<file path="src/rtl/dreg_shifter.sv">
// dreg_shifter: WIDTH-bit parallel-load register with start/busy/done serialiser
//
// Ports:
//   clk    rising-edge clock
//   arst   asynchronous active-high reset (clears register, FSM, counter, done)
//   load   parallel load request; wins over start and aborts a running shift
//   din    parallel load data
//   start  begin serialising the current contents (accepted only in IDLE)
//   sin    serial fill bit shifted into the vacated end
//   dout   current register contents
//   sout   outgoing bit: q[0] when LSB_FIRST, else q[WIDTH-1]
//   busy   high while shifting
//   done   one-cycle pulse after the final shift
//
// Build option: define DREG_SHIFTER_ROTATE_EN to refill with the outgoing bit
// (rotate) instead of sin, so a full serialisation leaves q unchanged.
module dreg_shifter #(
    parameter int WIDTH     = 8,
    parameter bit LSB_FIRST = 1'b1
) (
    input  logic             clk,
    input  logic             arst,
    input  logic             load,
    input  logic [WIDTH-1:0] din,
    input  logic             start,
    input  logic             sin,
    output logic [WIDTH-1:0] dout,
    output logic             sout,
    output logic             busy,
    output logic             done
);
    localparam int CW = $clog2(WIDTH + 1);

    typedef enum logic {IDLE, SHIFT} state_t;

    state_t           state, state_nx;
    logic [CW-1:0]    cnt, cnt_nx;
    logic [WIDTH-1:0] q, q_nx, shifted;
    logic             done_nx, fill, last;

`ifdef DREG_SHIFTER_ROTATE_EN
    logic unused_sin;
    assign unused_sin = sin;
    assign fill       = sout;
`else
    assign fill = sin;
`endif

    assign shifted = LSB_FIRST ? {fill, q[WIDTH-1:1]} : {q[WIDTH-2:0], fill};
    // cnt holds the number of shifts already done; the WIDTH-th shift ends the run
    assign last    = cnt == CW'(WIDTH - 1);

    always_ff @(posedge clk or posedge arst) begin
        if (arst) begin
            state <= IDLE;
            cnt   <= '0;
            q     <= '0;
            done  <= 1'b0;
        end else begin
            state <= state_nx;
            cnt   <= cnt_nx;
            q     <= q_nx;
            done  <= done_nx;
        end
    end

    always_comb begin
        state_nx = state;
        cnt_nx   = cnt;
        q_nx     = q;
        done_nx  = 1'b0;
        if (load) begin
            q_nx     = din;
            state_nx = IDLE;
            cnt_nx   = '0;
        end else if (state == IDLE) begin
            state_nx = start ? SHIFT : IDLE;
            cnt_nx   = start ? '0 : cnt;
        end else begin
            q_nx     = shifted;
            cnt_nx   = cnt + 1'b1;
            state_nx = last ? IDLE : SHIFT;
            done_nx  = last;
        end
    end

    always_comb begin
        dout = q;
        sout = LSB_FIRST ? q[0] : q[WIDTH-1];
        busy = state == SHIFT;
    end

endmodule

</file>
<file path="config.mk">
export PLATFORM = sky130hd
export DESIGN_NAME = dreg_shifter
export DESIGN_NICKNAME = d
export VERILOG_FILES = /design/src/rtl/dreg_shifter.sv
export SDC_FILE = /design/constraint.sdc
export NUM_CORES = 1
export LEC_CHECK = 0
export ABC_AREA = 1
export BUFFER_PORTS_ARGS = -buffer_cell sky130_fd_sc_hd__buf_4
export CAP_MARGIN = 20
export CORE_MARGIN = 1.5
export CORE_UTILIZATION = 41
export CTS_CLUSTER_SIZE = 12
export DETAILED_ROUTE_END_ITERATION = 6
export HOLD_SLACK_MARGIN = 0.06
export PLACE_DENSITY = 0.69
export SLEW_MARGIN = 0
export SYNTH_ARGS = -nofsm -noshare
export SYNTH_HDL_FRONTEND = slang
export SYNTH_SLANG_ARGS = --single-unit
export TNS_END_PERCENT = 30
</file>
<file path="constraint.sdc">
create_clock -name clk -period 0.85 [get_ports clk]
set_input_delay 0.1275 -clock clk [delete_from_list [all_inputs] [get_ports clk]]
set_output_delay 0.1275 -clock clk [all_outputs]
set_load 0.005 [all_outputs]
</file>
[Word level (Yosys, flattened, before mapping)]
Index checks and enable logic that the tools add are counted.
Word-level totals
  flip-flop bits (word level): 14
  output and inout port bits: 11
  logic and storage cells: 19
  bits of input ports: 13
Cells by class
  equal/unequal tests: 1
  add/subtract/negate cells: 1
  reduce and logical (&&, ||, !) cells: 2
  muxes and demuxes: 11
Operator list (number)
  2-to-1 mux 8 bit: 2
  2-to-1 mux 4 bit: 3
  2-to-1 mux 1 bit: 6
  adder 4 x 1 -> 4 bit (second input constant): 1
  equality test 4 x 3 -> 1 bit (second input constant): 1
  nonzero test 3 bit: 1
  nonzero test 2 bit: 1

[Depth between registers and ports, before layout]
  word-level depth: 4
  mapped depth: 6
  depth with buffers taken out: 5

[Least setup slack after synthesis]
Ideal clock, no wire load.
  path type: reg2reg
  from: register state, in the netlist busy
  to: register q[0], in the netlist dout[0]
  required time: 0.781 ns
  slack: -0.073 ns
  setup time: 0.069 ns
  stages on the path, launching flop included: 4
  clock period less this slack: 0.923 ns
  path buffers: 0
  arrival: 0.855 ns
  cell sequence: dfrtp_1 > nor2_1 > nand2_1 > nand3_1
On the way
  word-level cells in the longest chain between the ends: 1
RTL lines
  start, declared: RTL line 36  | state_t state, state_nx;
  start signal, assigned: RTL line 60  | state <= state_nx;
  nonzero test 2 bit (no line)
  end signal, assigned: RTL line 62  | q <= q_nx;
  end, declared: RTL line 38  | logic [WIDTH-1:0] q, q_nx, shifted;
Every way passes these cells.
A chain may end at the register's enable or synchronous reset.

[Worst setup path in the final report]
  from: register state, in the netlist busy
  to: output port busy
RTL lines
  end, declared: RTL line 29  | output logic busy,
No word-level cell between the ends.

==> impl_metrics.tcl <==
set metrics [dict create \
    die_h_um 42.53 \
    antenna_left 0 \
    drtPass1Iterations 4 \
    yosys.area.top_type_share 0.5469 \
    ir_drop_v 0.001125 \
    period_share 1.249 \
    r2r_start "busy$_DFF_PP0_" \
    nets 141 \
    die_w_um 42.53 \
    clock-sinks 14 \
    crit_path_end_kind "output port" \
    synthCells 79 \
    core-area_um2 1489 \
    cellPowerDensity_nw_per_um2 1614 \
    root_buffer "clkbuf_4" \
    slew-limit-headroom 0.8756 \
    grt_max_degree 15 \
    ys_warn_count 0 \
    min_from "start" \
    synth_fp_nets 93 \
    area_growth_pct 74.80 \
    wl_per_cell_um 12.27 \
    fp-row-count 14 \
    async_flop_share 1.000 \
    diodes 0 \
    required_ns 0.72 \
    hp-class "input pin to flip-flop" \
    synth_top_cell_by_area "dfrtp_1" \
    dp_worst_setup_slack_ns -0.1217 \
    htree_levels 1 \
    critical_path_arrival_ns 0.93 \
    antenna_found_initial 0 \
    crit_path_start_kind "flip-flop" \
    netlist_top_cells_count "nand2_1, dfrtp_1, nand3_1" \
    syn_avg_cell_area_um2 8.109 \
    utilization 0.7521 \
    start_util 0.4303 \
    drc_errors 0 \
    clock_skew_ns 0.005001 \
    drive_gt1_frac 0.3651 \
    place.port_buffers 23 \
    slew_viol_final 0 \
    cellLeakagePower_nw 0.5823 \
    netlist_area_um2 640.6 \
    dieArea_um2 1809 \
    fin_crit_ns 1.062 \
    finalHoldViolCount 0 \
    cp_max_fo 4 \
    synth_edf_count 0 \
    yosys.cell_count.top_type "nand2_1" \
    drtIter0Drc 13 \
    path_clk_slew_ns 0.09 \
    avgViaCountPerCell 4.831 \
    ys_seq_elements 14 \
    cp-startpoint "busy$_DFF_PP0_" \
    worstMarginPinSlew_ns 0.1866 \
    synth_area_leaders "dfrtp_1, nand2_1, nand3_1" \
    cts_made_buffers 3 \
    grt_pass1_wl_um 2987 \
    cts_buffer_depth 2 \
    grt_pass1_vias 684 \
    ios 24 \
    worstSkewPairLatency_ns 0.29 \
    place_congestion 0.8319 \
    violations "setup timing" \
    finalSetupViolations 24 \
    vias 686 \
    routed_wl_um 1742 \
    synth.distinct_cells 13 \
    status "finished with violations" \
    fmax_mhz 941.8 \
    maxCapViolCount 0 \
    hpwl_um 1090 \
    criticalPathCategory "flip-flop to output port" \
    grt_use_total 0.2269 \
    setup_ws_ns -0.2118 \
    grt-ovfl-total 0 \
    cts_tree "built" \
    synth_seq_area_share 0.5469 \
    synthFlopType "dfrtp_1" \
    rsz0062_at_grt "yes" \
]
-- final timing paths --
path / endpoint / slack [ns] / depth (start not counted)
setup / recovery: busy / -0.21 / 2
hold / removal: cnt[0]$_DFFE_PP0P_ / 0.14 / 4
setup reg to reg: dout[1]$_DFFE_PP0P_ / -0.13 / 5
hold reg to reg: cnt[3]$_DFFE_PP0P_ / 0.52 / 2
max in group asynchronous: cnt[2]$_DFFE_PP0P_ / 0.29 / 4
min in group asynchronous: done$_DFF_PP0_ / 0.38 / 4
-- power breakdown --
group | leakage [nW] | switching [mW] | internal [mW]
clock | 0.0210 | 0.238 | 0.261
combinational | 0.383 | 0.187 | 0.302
sequential | 0.178 | 0.0786 | 0.740
total | 0.582 | 0.503 | 1.30
-- sequential cells by signal, indices dropped and copies added, names as in the netlist --
signal	cells
done	1
dout	8
cnt	4
busy	1
-- metal layers --
metal / GRT usage / vias to the layer above / wire length, um
met3: 0.06034 / 6 / 80
met4: 0.1375 / 0 / 61
li1: - / 342 / -
met2: 0.3446 / 20 / 857
met1: 0.2869 / 318 / 742
met5: 0 / - / 0
-- logic make-up (layout without fill, tap and decap cells) --
logic type	after synthesis	after routing	synth area share
flops	14	14	0.5469
simple gates	54	54	0.3477
buf+inv	8	55	0.07031
compound gates	2	2	0.01561
fa+ha+maj	1	1	0.01953
-- layout make-up --
class	count	area (um2)
inverters	5	18.77
clock buffers	4	36.28
repair buffers	46	419.2
multi-input cells	57	275.3
flip-flops and latches	14	350.3
well taps	16	20.02
fillers	108	369.1
-- through the flow --
step	setup TNS [ns]	hold slack, ns	total power, mW	std cells	area, um2
after CTS	-2.541	0.1309	1.793	142	1105
after detailed placement	-1.136	0.1472	1.194	126	894.6
after global placement	-0.9523	0.1405	1.187	126	894.6
final	-2.506	0.1412	1.807	142	1120
after global routing	-3.804	0.1484	1.905	142	1120
after floorplan	-0.4173	0.01672	0.9633	79	645.6
-- cell usage in the layout (no fill, tap or decap), drive strengths merged --
master,n
ha,1
nand2,35
nand4,2
o21ai,1
nor2,7
clkbuf,4
dlygate4sd3,10
a21oi,1
inv,5
nand3,10
buf,36
dfrtp,14
-- worst max-delay path, stage by stage, from the launching register on --
cell,delay (ns)
dfrtp_1,0.42
buf_6,0.13
buf_6,0.10
-- timing repair --
item	4_1_cts	5_1_grt
resized for setup	15	2
buffers inserted	2	0
endpoints found under the hold margin	22	0
setup endpoints to repair	25	25
pin swaps	2	1
hold buffers	10	0
Power figures use the tool's default switching activity.
